File: config.mk
export PLATFORM = sky130hd
export DESIGN_NAME = sdcmd_responder_flat
export DESIGN_NICKNAME = d
export VERILOG_FILES = /design/src/rtl/sdcmd_responder_if.sv /design/src/rtl/sdcmd_responder.sv /design/src/flat_wrapper.sv
export SDC_FILE = /design/constraint.sdc
export NUM_CORES = 1
export LEC_CHECK = 0
export BUFFER_PORTS_ARGS = -buffer_cell sky130_fd_sc_hd__buf_2
export CORE_ASPECT_RATIO = 2
export CORE_MARGIN = 5
export CORE_UTILIZATION = 57
export CTS_CLUSTER_SIZE = 12
export DETAILED_ROUTE_END_ITERATION = 8
export GPL_TIMING_DRIVEN = 0
export PLACE_DENSITY = 0.78
export SYNTH_ARGS = -nofsm -noshare
export SYNTH_HDL_FRONTEND = slang
export SYNTH_SLANG_ARGS = --single-unit
File: constraint.sdc
create_clock -name clk -period 6.7 [get_ports clk]
set_clock_uncertainty 0.05 [all_clocks]
set_input_delay 0.335 -clock clk [delete_from_list [all_inputs] [get_ports clk]]
set_output_delay 0.335 -clock clk [all_outputs]
set_load 0.005 [all_outputs]
File: src/rtl/sdcmd_responder_if.sv
// rtl/sdcmd_responder_if.sv - host-side command/response bundle of the SD CMD responder
// The responder drives received-command fields and status; the host drives the response request.
interface sdcmd_responder_if;
  logic        cmd_valid;
  logic [5:0]  cmd_idx;
  logic [31:0] cmd_arg;
  logic        cmd_crcerr;
  logic        cmd_frameerr;
  logic        resp_start;
  logic [5:0]  resp_idx;
  logic [31:0] resp_arg;
  logic        resp_nocrc;
  logic        resp_ready;
  logic        busy;

  modport master (
    input  cmd_valid, cmd_idx, cmd_arg, cmd_crcerr, cmd_frameerr, resp_ready, busy,
    output resp_start, resp_idx, resp_arg, resp_nocrc
  );

  modport slave (
    output cmd_valid, cmd_idx, cmd_arg, cmd_crcerr, cmd_frameerr, resp_ready, busy,
    input  resp_start, resp_idx, resp_arg, resp_nocrc
  );
endinterface

File: src/rtl/sdcmd_responder.sv
// rtl/sdcmd_responder.sv - SD card-side CMD line receiver and response transmitter
// Works entirely in the clk domain: sdclk and the CMD line are synchronised, the CMD
// line is sampled on sdclk rise strobes and driven on sdclk fall strobes.
module sdcmd_responder #(
  parameter int NCR = 2
) (
  input  logic clk,
  input  logic rst,
  input  logic sdclk,
  input  logic sdcmd_in,
  output logic sdcmd_out,
  output logic sdcmd_oe,
  sdcmd_responder_if.slave host
);

  typedef enum logic [2:0] {
    S_IDLE, S_RX, S_CHECK, S_WAIT_RESP, S_GAP, S_TX, S_REL
  } state_t;

  localparam logic [5:0] NCR_LAST = 6'(NCR - 1);

  // One CRC7 step, polynomial x^7 + x^3 + 1, MSB-first.
  function automatic logic [6:0] crc7_step(input logic [6:0] crc, input logic b);
    logic fb;
    fb = b ^ crc[6];
    return {crc[5:3], crc[2] ^ fb, crc[1:0], fb};
  endfunction

  // CRC7 over a 40-bit frame header, initial value 0.
  function automatic logic [6:0] crc7_40(input logic [39:0] d);
    logic [6:0] crc;
    crc = 7'd0;
    for (int i = 39; i >= 0; i--) crc = crc7_step(crc, d[i]);
    return crc;
  endfunction

  state_t      state_q, state_d;
  logic        sdclk_s1_q, sdclk_s1_d, sdclk_s2_q, sdclk_s2_d, sdclk_s3_q, sdclk_s3_d;
  logic        cmd_s1_q, cmd_s1_d, cmd_s2_q, cmd_s2_d;
  logic [45:0] rx_shift_q, rx_shift_d;
  logic [5:0]  rx_cnt_q, rx_cnt_d;
  logic [5:0]  gap_cnt_q, gap_cnt_d;
  logic [47:0] tx_shift_q, tx_shift_d;
  logic [5:0]  tx_cnt_q, tx_cnt_d;
  logic        out_q, out_d, oe_q, oe_d;
  logic        cmd_valid_q, cmd_valid_d;
  logic [5:0]  cmd_idx_q, cmd_idx_d;
  logic [31:0] cmd_arg_q, cmd_arg_d;
  logic        cmd_crcerr_q, cmd_crcerr_d;
  logic        cmd_frameerr_q, cmd_frameerr_d;

  logic        rise, fall, start_seen;
  logic [47:0] frame;
  logic [39:0] resp_hdr;

  assign rise       = sdclk_s2_q & ~sdclk_s3_q;
  assign fall       = ~sdclk_s2_q & sdclk_s3_q;
  assign start_seen = rise & ~cmd_s2_q;
  // Complete frame as it stands once the bit being sampled now is shifted in.
  assign frame      = {1'b0, rx_shift_q, cmd_s2_q};
  assign resp_hdr   = {2'b00, host.resp_idx, host.resp_arg};

  // Register all state; reset releases the line on the same edge.
  always_ff @(posedge clk) begin
    if (rst) begin
      state_q        <= S_IDLE;
      sdclk_s1_q     <= 1'b1;
      sdclk_s2_q     <= 1'b1;
      sdclk_s3_q     <= 1'b1;
      cmd_s1_q       <= 1'b1;
      cmd_s2_q       <= 1'b1;
      rx_shift_q     <= '0;
      rx_cnt_q       <= '0;
      gap_cnt_q      <= '0;
      tx_shift_q     <= '0;
      tx_cnt_q       <= '0;
      out_q          <= 1'b1;
      oe_q           <= 1'b0;
      cmd_valid_q    <= 1'b0;
      cmd_idx_q      <= '0;
      cmd_arg_q      <= '0;
      cmd_crcerr_q   <= 1'b0;
      cmd_frameerr_q <= 1'b0;
    end else begin
      state_q        <= state_d;
      sdclk_s1_q     <= sdclk_s1_d;
      sdclk_s2_q     <= sdclk_s2_d;
      sdclk_s3_q     <= sdclk_s3_d;
      cmd_s1_q       <= cmd_s1_d;
      cmd_s2_q       <= cmd_s2_d;
      rx_shift_q     <= rx_shift_d;
      rx_cnt_q       <= rx_cnt_d;
      gap_cnt_q      <= gap_cnt_d;
      tx_shift_q     <= tx_shift_d;
      tx_cnt_q       <= tx_cnt_d;
      out_q          <= out_d;
      oe_q           <= oe_d;
      cmd_valid_q    <= cmd_valid_d;
      cmd_idx_q      <= cmd_idx_d;
      cmd_arg_q      <= cmd_arg_d;
      cmd_crcerr_q   <= cmd_crcerr_d;
      cmd_frameerr_q <= cmd_frameerr_d;
    end
  end

  // Next-state decision; resp_start takes priority over a new start bit in WAIT_RESP.
  always_comb begin
    state_d = state_q;
    unique case (state_q)
      S_IDLE:      if (start_seen) state_d = S_RX;
      S_RX:        if (rise && rx_cnt_q == 6'd1) state_d = S_CHECK;
      S_CHECK:     state_d = (cmd_crcerr_q || cmd_frameerr_q) ? S_IDLE : S_WAIT_RESP;
      S_WAIT_RESP: begin
        if (host.resp_start)  state_d = S_GAP;
        else if (start_seen)  state_d = S_RX;
      end
      S_GAP:       if (fall && gap_cnt_q == NCR_LAST) state_d = S_TX;
      S_TX:        if (fall && tx_cnt_q == 6'd1) state_d = S_REL;
      S_REL:       if (fall) state_d = S_IDLE;
      default:     state_d = S_IDLE;
    endcase
  end

  // Datapath and line drive: shift in on rise, shift out on fall, latch fields at the end bit.
  always_comb begin
    sdclk_s1_d     = sdclk;
    sdclk_s2_d     = sdclk_s1_q;
    sdclk_s3_d     = sdclk_s2_q;
    cmd_s1_d       = sdcmd_in;
    cmd_s2_d       = cmd_s1_q;
    rx_shift_d     = rx_shift_q;
    rx_cnt_d       = rx_cnt_q;
    gap_cnt_d      = gap_cnt_q;
    tx_shift_d     = tx_shift_q;
    tx_cnt_d       = tx_cnt_q;
    out_d          = out_q;
    oe_d           = oe_q;
    cmd_valid_d    = 1'b0;
    cmd_idx_d      = cmd_idx_q;
    cmd_arg_d      = cmd_arg_q;
    cmd_crcerr_d   = cmd_crcerr_q;
    cmd_frameerr_d = cmd_frameerr_q;
    unique case (state_q)
      S_IDLE: begin
        if (start_seen) begin
          rx_shift_d = '0;
          rx_cnt_d   = 6'd47;
        end
      end
      S_RX: begin
        if (rise) begin
          rx_shift_d = {rx_shift_q[44:0], cmd_s2_q};
          if (rx_cnt_q != 6'd0) rx_cnt_d = rx_cnt_q - 6'd1;
          if (rx_cnt_q == 6'd1) begin
            cmd_valid_d    = 1'b1;
            cmd_idx_d      = frame[45:40];
            cmd_arg_d      = frame[39:8];
            cmd_crcerr_d   = (frame[7:1] != crc7_40(frame[47:8]));
            cmd_frameerr_d = ~frame[46] | ~frame[0];
          end
        end
      end
      S_WAIT_RESP: begin
        if (host.resp_start) begin
          tx_shift_d = {resp_hdr, host.resp_nocrc ? 7'h7F : crc7_40(resp_hdr), 1'b1};
          gap_cnt_d  = '0;
        end else if (start_seen) begin
          rx_shift_d = '0;
          rx_cnt_d   = 6'd47;
        end
      end
      S_GAP: begin
        if (fall) begin
          if (gap_cnt_q == NCR_LAST) begin
            oe_d      = 1'b1;
            out_d     = tx_shift_q[47];
            tx_cnt_d  = 6'd47;
            gap_cnt_d = '0;
          end else begin
            gap_cnt_d = gap_cnt_q + 6'd1;
          end
        end
      end
      S_TX: begin
        if (fall && tx_cnt_q != 6'd0) begin
          out_d    = tx_shift_q[tx_cnt_q - 6'd1];
          tx_cnt_d = tx_cnt_q - 6'd1;
        end
      end
      S_REL: begin
        if (fall) begin
          oe_d  = 1'b0;
          out_d = 1'b1;
        end
      end
      default: ;
    endcase
  end

  assign sdcmd_out         = out_q;
  assign sdcmd_oe          = oe_q;
  assign host.cmd_valid    = cmd_valid_q;
  assign host.cmd_idx      = cmd_idx_q;
  assign host.cmd_arg      = cmd_arg_q;
  assign host.cmd_crcerr   = cmd_crcerr_q;
  assign host.cmd_frameerr = cmd_frameerr_q;
  assign host.resp_ready   = (state_q == S_WAIT_RESP);
  assign host.busy         = (state_q == S_GAP) || (state_q == S_TX);

endmodule
File: src/flat_wrapper.sv
// flat-port wrapper written by rule: the top's interface ports become plain ports
module sdcmd_responder_flat 
#(
  parameter int NCR = 2
)
  (clk, rst, sdclk, sdcmd_in, sdcmd_out, sdcmd_oe, host_cmd_valid, host_cmd_idx, host_cmd_arg, host_cmd_crcerr, host_cmd_frameerr, host_resp_ready, host_busy, host_resp_start, host_resp_idx, host_resp_arg, host_resp_nocrc);
  sdcmd_responder_if host_i ();
  input  logic clk;
  input  logic rst;
  input  logic sdclk;
  input  logic sdcmd_in;
  output logic sdcmd_out;
  output logic sdcmd_oe;
  output wire logic [$bits(host_i.cmd_valid)-1:0] host_cmd_valid;
  output wire logic [$bits(host_i.cmd_idx)-1:0] host_cmd_idx;
  output wire logic [$bits(host_i.cmd_arg)-1:0] host_cmd_arg;
  output wire logic [$bits(host_i.cmd_crcerr)-1:0] host_cmd_crcerr;
  output wire logic [$bits(host_i.cmd_frameerr)-1:0] host_cmd_frameerr;
  output wire logic [$bits(host_i.resp_ready)-1:0] host_resp_ready;
  output wire logic [$bits(host_i.busy)-1:0] host_busy;
  input wire logic [$bits(host_i.resp_start)-1:0] host_resp_start;
  input wire logic [$bits(host_i.resp_idx)-1:0] host_resp_idx;
  input wire logic [$bits(host_i.resp_arg)-1:0] host_resp_arg;
  input wire logic [$bits(host_i.resp_nocrc)-1:0] host_resp_nocrc;
  assign host_cmd_valid = host_i.cmd_valid;
  assign host_cmd_idx = host_i.cmd_idx;
  assign host_cmd_arg = host_i.cmd_arg;
  assign host_cmd_crcerr = host_i.cmd_crcerr;
  assign host_cmd_frameerr = host_i.cmd_frameerr;
  assign host_resp_ready = host_i.resp_ready;
  assign host_busy = host_i.busy;
  assign host_i.resp_start = host_resp_start;
  assign host_i.resp_idx = host_resp_idx;
  assign host_i.resp_arg = host_resp_arg;
  assign host_i.resp_nocrc = host_resp_nocrc;
  sdcmd_responder #(.NCR(NCR)) u_core (.clk(clk), .rst(rst), .sdclk(sdclk), .sdcmd_in(sdcmd_in), .sdcmd_out(sdcmd_out), .sdcmd_oe(sdcmd_oe), .host(host_i));
endmodule
# Word level (Yosys, flattened, before mapping)
# Index checks and enable logic that the tools add are counted.
[classes] add_sub_neg=3 magnitude_cmp=1 eq_ne=21 n_mux=38 bitwise_logic=150 n_reduce_logical=24
[ops] op="1-bit bitwise XOR" n=140
[ops] op="46-bit two-way mux" n=3
[ops] op="46-bit one-hot mux with 3 select lines" n=1
[ops] op="6-bit two-way mux" n=10
[ops] op="6-bit one-hot mux with 2 select lines" n=2
[ops] op="3-bit one-hot mux with 7 select lines" n=1
[ops] op="2-bit by 1-bit != test with 1-bit output, second input constant" n=10
[ops] op="6-bit by 1-bit equality test with 1-bit output, second input constant" n=3
[ops] op="3-bit two-way mux" n=6
[ops] op="6-bit one-hot mux with 3 select lines" n=1
[ops] op="4-bit AND reduction" n=4
[ops] op="6-bit nonzero test" n=2
[ops] op="6-bit by 1-bit subtractor with 6-bit output, second input constant" n=2
[ops] op="3-bit equality test, second input constant" n=3
[ops] op="1-bit two-way mux" n=9
[ops] op="3-bit AND reduction" n=3
[ops] op="6-bit by 7-bit less-than comparator with 1-bit output, second input constant" n=1
[ops] op="7-bit two-way mux" n=1
[ops] op="7-bit != test" n=1
[ops] op="6-bit by 1-bit adder with 6-bit output, second input constant" n=1
[ops] op="1-bit binary-select mux with 6-bit select" n=1
[ops] op="3-bit by 2-bit equality test with 1-bit output, second input constant" n=2
[ops] op="1-bit NOT" n=6
[ops] op="2-bit nonzero test" n=3
[ops] op="other kinds (14)" n=21
[word_totals] reg_bits=161 in_bits=44 out_inout_bits=45 word_cells=255

# Logic depth before layout (Yosys ltp)
# Gate-level depths: netlist (run 1).
[depth] depth_word=19 ltp_mapped=12 ltp_nobuf=9

# Least setup slack after synthesis (run 1)
# No wires, ideal clock.
[synth_timing] path_kind="reg2reg" from="register u_core.tx_cnt_q[0]" to="register u_core.out_q (netlist: u_core.sdcmd_out)" setup_time_ns=0.070 arrival_ns=2.715 t_required_ns=6.580 slack_ns=3.864 path_stages_with_launch=12 path_buffers=3 period_less_slack_ns=2.836 path_cell_list="dfxtp_1 clkbuf_1 buf_2 inv_1 ha_1 clkbuf_1 mux4_2 mux2i_1 a2111o_1 a31oi_1 nor2_1 o21bai_1"
[synth_between] elab_chain_len=5 elab_cells_between_ends=9 classes_between="add/sub (1); eq/ne (1); mux (4); reduce/logical (3)"
[synth_rtl] element="from (decl)" line_no="sdcmd_responder.sv:44" rtl="logic [5:0] tx_cnt_q, tx_cnt_d;"
[synth_rtl] element="from (signal assigned)" line_no="sdcmd_responder.sv:95" rtl="tx_cnt_q <= tx_cnt_d;"
[synth_rtl] element="6-bit by 1-bit subtractor with 6-bit output" line_no="sdcmd_responder.sv:186" rtl="out_d = tx_shift_q[tx_cnt_q - 6'd1];"
[synth_rtl] element="1-bit binary-select mux with 6-bit select" line_no="sdcmd_responder.sv:186"
[synth_rtl] element="1-bit two-way mux (implied by the code)" line_no="sdcmd_responder.sv:186"
[synth_rtl] element="1-bit two-way mux" line_no="sdcmd_responder.sv:185" rtl="if (fall && tx_cnt_q != 6'd0) begin"
[synth_rtl] element="1-bit one-hot mux with 3 select lines" line_no="sdcmd_responder.sv:143" rtl="unique case (state_q)"
[synth_rtl] element="to (signal assigned)" line_no="sdcmd_responder.sv:96" rtl="out_q <= out_d;"
[synth_rtl] element="to (decl)" line_no="sdcmd_responder.sv:45" rtl="logic out_q, out_d, oe_q, oe_d;"
# Parallel ways exist; a longest one is shown, timed or not. The select of a mux whose other input is x is not followed.
# A chain may end at the register's enable or synchronous reset.

# Worst setup path in the final report (run 1)
# Same ends and word-level chain as after synthesis.

==> run summary, run 1 <==
Entering global routing, the biggest net connects 17 pins. Leaving out fill and tap cells, the most frequent cells in the layout are 254 x sky130_fd_sc_hd__nand2_1, 161 x sky130_fd_sc_hd__dfxtp_1, 138 x sky130_fd_sc_hd__a21oi_1. The flow ran to the end, and the final reports show no timing, DRC or antenna violations.

The endpoint class of the critical path was a register. The wire-length estimate of the detail-placed layout is 16200 um. Input and output buffers added on the ports amount to 88. The via total after detailed routing is 6752, and the number of flops mapped to enable cells by yosys is 0. Post-CTS repair changed the size of 0 cells. Max-cap violations in this run came to 0. The library cell used most frequently in the layout, excluding fill and tap cells, is sky130_fd_sc_hd__nand2_1.

The first global-routing pass estimated 33200 um of wire. For the pin with the worst max-slew slack, the measured transition is 1.23 ns. Synthesis produced a netlist with a net count of 950. CTS saw 161 sinks. The tools report the core occupancy in the finished layout as 66.9%. The logs give 3.66 nW for the total leakage power and 17 for the TritonCTS buffer count.

The H-tree was split into 4 levels. In the synthesized netlist the dominant register cell turns out to be sky130_fd_sc_hd__dfxtp_1. By area the synthesized netlist is led by sky130_fd_sc_hd__dfxtp_1 40%, sky130_fd_sc_hd__nand2_1 12%, sky130_fd_sc_hd__xnor3_1 12%. Timing would allow up to 0.255 GHz.

After floorplanning, the core was divided into 61 placement rows. After global routing the overflow that remains totals 0. A synthesized cell averages 8.96 um^2. For the final routed database, the setup TNS stands at 0 ns. In the synthesized netlist the async set-or-reset flop fraction comes to 0%. For the final routed wirelength across all metal layers, the log shows 21300 um. At the worst endpoint, the arrival time is 4.19 ns. The tools report the startpoint type of the worst setup path as a register. The insertion delay of the later-clocked pin in the worst-skew pair was 0.43 ns; the fraction of post-synthesis cell area in the top cell type by area was 40.0%. In this run the power density over the cells is 256 nW/um^2.

The worst hold path passes through 2 cells. After detailed routing, the average wire length per cell comes to 17.6 um. The initial antenna violation count is 0. The core region is 13900 um^2. The worst slew slack as a fraction of its limit was 17.4%; the initial cell density of the core was 58.0%.

Classification of the worst-slack hold path: in -> reg. Once the clock tree was built, the setup fixing pass inserted 0 buffers. The total of flip-flops plus latches after synthesis was 161; the peak supply drop was 161 uV.

Of all nets on the critical path, the largest fanout is 10. For the worst setup path, the data required time is 6.97 ns. The fraction of the cycle the final worst path needs was 58.6%; the count of final max-slew check failures was 0. The number of top-level design ports was 89; the cell count of the worst reg-to-reg path was 11. The maximum number of buffers from clock root to sink was 2. The CTS root buffer was sky130_fd_sc_hd__clkbuf_16.

The detail-routed via count per cell was 5.58; the length of the first detailed-routing pass in iterations was 5. The die height works out to 178 um. Measured along the x axis, the die boundary spans 94.1 um.

TritonCTS built the clock tree. The share of layout cells above drive strength 1 is 14.2%. The worst register-to-register path has a setup slack of 2.77 ns. The Yosys step of the flow raised 0 warnings. Clock-pin slew was measured on the worst setup and hold paths at 0.06 ns. Global routing consumed, over all layers together, 26.0% of the routing resources. The post-synthesis to final-layout area growth is 15.3%, and the final count of negative-setup-slack endpoints is 0.

After detailed routing, the number of remaining DRC violations is 0. At the end of routability-driven placement, the weighted congestion stood at 0.937. After clock tree synthesis, the flow added hold-fix buffers numbering 0.

0 antenna diodes ended up in the layout. In this run, distinct cell masters in the synthesized netlist total 50. The final layout contains 1057 nets. The tools report the cell area after technology mapping as 8060 um^2.

Summing the sequential cell areas from Yosys gives 40.0% of the chip area. The tools report the via count of the first global-routing pass as 6738. The critical path is of the reg -> reg type. The count of nets left with antenna violations once routing finished came out at 0. The routed design could run at a clock period as short as 3.93 ns.

The cell type with the highest aggregate area in the netlist was sky130_fd_sc_hd__dfxtp_1. Synthesis produced a netlist whose cell count is 900. The count of final hold-check violations is 0. Setup repair after global routing left no endpoint under its margin.

The die covers 16800 um^2. The tools report the detailed router's first-iteration violation count as 267.
==> path summary, 6_finish.rpt <==
| kind | start | to |
|---|---|---|
| worst max-delay path | u_core.tx_cnt_q[0] | u_core.sdcmd_out |
| worst min-delay path | sdcmd_in | u_core.cmd_s1_q |
| worst max register to register | u_core.tx_cnt_q[0] | u_core.sdcmd_out |
| worst min register to register | u_core.sdclk_s1_q | u_core.sdclk_s2_q |
==> metal layers <==
metal  up-vias  global-route usage, %  share of wire [%]
li1       3241                      -                  -
met1      3230                   24.1                 33
met2       200                   50.0                 56
met3        81                   4.22                4.3
met4         0                   17.0                6.7
met5         -                      0                  0
==> flip-flops by register name, indices dropped and copies added (netlist names), 3 cells and up <==
name                 cells
u_core.gap_cnt_q         6
u_core.host.cmd_arg     32
u_core.host.cmd_idx      6
u_core.rx_cnt_q          6
u_core.rx_shift_q       46
u_core.state_q           3
u_core.tx_cnt_q          6
u_core.tx_shift_q       46
==> worst max-delay path: stages, from the launching register on <==
cell and delay, ns:
sky130_fd_sc_hd__dfxtp_1 0.33, sky130_fd_sc_hd__clkbuf_1 0.42, sky130_fd_sc_hd__buf_2 0.43, sky130_fd_sc_hd__inv_1 0.13, sky130_fd_sc_hd__ha_1 0.44, sky130_fd_sc_hd__clkbuf_1 0.59
sky130_fd_sc_hd__mux4_2 0.41, sky130_fd_sc_hd__a211oi_1 0.55, sky130_fd_sc_hd__a2111o_1 0.16, sky130_fd_sc_hd__a31oi_1 0.08, sky130_fd_sc_hd__nor2_1 0.14, sky130_fd_sc_hd__o21bai_1 0.07
==> kinds of logic (layout without fill, tap and decap cells) <==
group	count (synthesis)	in the layout	share of synthesized area, %
AOI/OAI and AO/OA	176	176	11.9
xor gates and xnor gates	129	129	22.4
adders and majority gates	6	6	0.931
buffers and inverters	60	180	2.81
DFF	161	161	40.0
muxes	18	18	3.96
and+or+nand+nor	350	350	18.0
==> through the flow <==
stage | total power, mW | cells | cell area, um^2 | worst slack (ns) | hold WS [ns]
after detailed placement | 1.47 | 1177 | 8740 | 2.83 | 0.350
after CTS | 2.38 | 1209 | 9300 | 2.74 | 0.0358
after floorplan | 1.36 | 900 | 8060 | 3.86 | 0.339
after global placement | 1.46 | 1177 | 8740 | 2.86 | 0.344
final | 2.38 | 1209 | 9300 | 2.77 | 0.0406
after global routing | 2.46 | 1209 | 9300 | 2.63 | 0.0438
==> cell usage after synthesis (all sizes together), types with 2 or more instances <==
cell type and number:
or3 7, nor4 3, dfxtp 161, a221oi 2
mux4 11, a31oi 6, xnor3 43, and2 3
a22oi 2, a311oi 4, nand2 254, nor3 10
nor2b 6, a21oi 138, buf 4, xor3 3
or2 7, o21bai 2, a211oi 5, ha 6
mux2i 6, xnor2 61, nor2 38, xor2 22
nand3 8, o22ai 4, nand3b 2, o21ai 7
inv 8, clkbuf 48, nand2b 5
==> power by group <==
part           internal [mW]  switching [mW]  leakage (nW)  total (mW)
logic                  0.234           0.248          2.09       0.482
clock network          0.498           0.423         0.274       0.921
registers              0.969          0.0116          1.30       0.981
==> layout make-up <==
type                       instances  area (um^2)
sequential                       161         3220
buffer                            52          196
clock inverter                    13          114
timing repair buffer              88          440
inverter                           8         30.0
multi-input combinational        679         4610
clock buffer                      19          443
fill                            1178         4600
tap                              189          236
No activity file was read; power rests on OpenSTA's default activity.
==> run 2, diff against run 1 <==
Settings changed: CORE_UTILIZATION 57 to 53, PLACE_DENSITY 0.78 to 0.76.
Clock period 6.7 ns to 3.3 ns, I/O delays scaled along.
==> run 2 against run 1 <==
Against the previous run: utilization is 1.5 points lower; global-route usage decreased by 0.72 points; non-clock buffer count is 39 higher; sequential power increased by 100%; first-iteration DRC count is 14% higher; sequential share of layout area shrank 1.6 points; critical endpoint unchanged.
==> run summary, run 2 (synthesized netlist as in run 1, its figures left out) <==
The tools report the cell area reported after detailed placement as 8750 um^2. For the initial antenna violation count, the log shows 0. The final layout contains 1096 nets. Cells with a size suffix above 1 make up 14.1% of the layout. The power density over the cells was 508 nW/um^2; the overall global routing resource usage was 25.2%.

The die covers 17900 um^2. The later pin in the worst-skew pair is clocked with a latency of 0.44 ns. The worst setup path is captured at a register.

After layout, the worst setup slack is 0.186 ns. The total area inside the core boundary comes to 14900 um^2. Before CTS, the worst setup slack after placement is -0.581 ns. After detailed routing, the number of remaining DRC violations is 0. The max-cap violation count was 0. The shortest period the worst path allows came out at 3.11 ns.

Count of final hold-check violations: 0. The critical path in this run is classified as reg -> reg. Across the VDD grid, the largest voltage drop is 394 uV.

Dividing the detail-routed via count by the number of cells gives 5.46. Along the worst path, the maximum fanout reaches 10. Measured in cells, the most critical reg-to-reg path has a length of 12.

The worst setup path is launched from a register. Leaving out fill and tap cells, the most frequent cell in the layout is sky130_fd_sc_hd__nand2_1. The worst hold path stage count was 3; the number of nets still failing antenna checks after routing was 0.

At the pin with the least slew margin, the transition time is 1.21 ns. Routability-driven placement finished with a final weighted congestion of 0.892. Entering global routing, the biggest net connects 17 pins.

Buffers inserted during clock tree synthesis total 17. At the worst endpoint, the required time is 3.56 ns. The first routing iteration left 304 violations.

With fillers left out, the area of the finished cells amounts to 9740 um^2. For the number of sinks handled by clock tree synthesis, the log shows 161. Leaving out fill and tap cells, the most frequent cells in the layout are 254 x sky130_fd_sc_hd__nand2_1, 161 x sky130_fd_sc_hd__dfxtp_1, 138 x sky130_fd_sc_hd__a21oi_1. The initial utilization of the core area, before any placement, comes to 54.1%.

The flow ran to the end, and the final reports show no timing, DRC or antenna violations. Summed over all nets, the switching power comes to 1.35 mW. The routed design has 21900 um of wire.

Terminating pin of the worst hold path: u_core.tx_shift_q[33]. TritonCTS built the clock tree. The half-perimeter wire length after detailed placement was 16200 um; the wire length per cell after detailed routing was 17.5 um. The worst pin sits at a relative slew slack of 18.7%. The clock slew seen by the registers of the worst setup and hold paths is 0.07 ns, and the number of diodes added for antenna fixing is 0. The run gives 4 as the H-tree level count. Setup repair after global routing left no endpoint under its margin.

Setup violations remaining at the end of the flow were counted as 0. The run gives 3.83 nW as the total leakage power. The die is 184 um tall. Of the total power, the clock network draws 39.9%. For the overall overflow remaining after global route, the log shows 0. Combinational cells account for 19.8% of the total power.

The share of total power dissipated in sequential elements is 40.3%. Counting the fill cells in the layout gives 1207. Internal power of the cells: 3.60 mW.

The root buffer cell chosen for the clock tree is sky130_fd_sc_hd__clkbuf_16. The area growth from synthesis to layout is 20.8%. The maximum number of buffers from clock root to sink was 2. The run gives 7137 as the via count of the first global-routing pass.

The first global-routing pass estimated 35800 um of wire. For the worst setup path, the data arrival time is 3.38 ns. Classification of the worst-slack hold path: in -> reg. In this run the critical register-to-register path is captured at u_core.sdcmd_out. For this design the top-level I/O count stands at 89. After floorplanning, the core was divided into 63 placement rows. The tools report the timing-limited maximum frequency as 0.321 GHz.

Number of buffers inserted by port buffering: 88. The startpoint identified for the worst register-to-register timing path is u_core.tx_cnt_q[0]. In this run switching power makes up 27.3% of total power. Count of final max-slew check failures: 0.

The via total after detailed routing was 6850; the fraction of the cycle the final worst path needs was 94.4%. For this run, the detailed router's first-pass iteration total came to 7. The overall die width came out at 97.2 um. The tools report the startpoint of the lowest-slack hold path as host_resp_arg[25]. In this run the register-to-register setup slack is 0.19 ns.
run 2: cell types whose count changed in the layout (fill, tap and decap cells not counted), moves of 2 or more:
cell	previous run	this run
sky130_fd_sc_hd__dlygate4sd3_1	0	39
sky130_fd_sc_hd__clkinvlp_4	1	4
sky130_fd_sc_hd__inv_6	7	4
sky130_fd_sc_hd__bufinv_16	0	2
sky130_fd_sc_hd__clkbuf_1	49	47
run 2: metrics by stage:
step                std cells  util, %  TNS, ns  power (mW)  hold slack, ns
floorplan                 900        -        0        2.76           0.219
global placement         1183     58.7   -0.541        2.95           0.298
detailed placement       1183     58.7   -0.581        2.96           0.304
CTS                      1254     65.4        0        4.96         0.00665
global route             1254     65.4        0        5.13          0.0233
finish                   1254     65.4        0        4.95          0.0142
run 2: area by class of cell:
cell class | count | area [um^2] | area share, %
buffer | 52 | 204 | 2.09
inverter | 8 | 30.0 | 0.308
clock inverter | 14 | 155 | 1.59
tap | 195 | 244 | 2.50
clock buffer | 18 | 429 | 4.41
timing repair buffer | 127 | 831 | 8.53
multi-input combinational | 679 | 4620 | 47.5
sequential | 161 | 3220 | 33.1
run 2: how the worst max path moves through the flow:
stage | startpoint | endpoint | cells past startpoint
global placement | u_core.tx_cnt_q[0] | u_core.sdcmd_out | 11
finish | u_core.tx_cnt_q[0] | u_core.sdcmd_out | 12
CTS | u_core.tx_cnt_q[0] | u_core.sdcmd_out | 12
floorplan | u_core.tx_cnt_q[0] | u_core.sdcmd_out | 11
detailed placement | u_core.tx_cnt_q[0] | u_core.sdcmd_out | 11
global route | u_core.tx_cnt_q[0] | u_core.sdcmd_out | 12
run 2: routing by layer:
metal	vias to the layer above	track usage [%]	part of all wire, %
li1	3325	-	-
met1	3240	23.5	34
met2	212	49.9	57
met3	73	4.39	3.8
met4	0	15.2	5.7
met5	-	0	0
run 2: critical path: stages, from the launching register on:
cell	delay, ns
sky130_fd_sc_hd__dfxtp_1	0.34
sky130_fd_sc_hd__clkbuf_2	0.26
sky130_fd_sc_hd__buf_4	0.28
sky130_fd_sc_hd__inv_1	0.10
sky130_fd_sc_hd__ha_1	0.45
sky130_fd_sc_hd__clkbuf_4	0.32
sky130_fd_sc_hd__mux4_2	0.32
sky130_fd_sc_hd__mux2i_1	0.24
sky130_fd_sc_hd__mux2i_1	0.16
sky130_fd_sc_hd__nand3b_1	0.14
sky130_fd_sc_hd__a31oi_1	0.09
sky130_fd_sc_hd__nor2_1	0.17
sky130_fd_sc_hd__o21bai_1	0.09
run 2: power groups by stage:
stage,clock network [mW],registers (mW),logic (mW)
final,1.97,1.99,0.982
after global routing,2.08,1.99,1.05
after CTS,2.00,1.99,0.973
after detailed placement,0,2.03,0.924
after global placement,0,2.03,0.914
after floorplan,0,2.03,0.737
run 2: timing repair:
item                                    in CTS  in global routing
gates resized for setup                      5                  2
buffers inserted                             0                  0
endpoints found under the hold margin       39                  0
endpoints found under the setup margin       1                  1
hold buffers                                39                  0
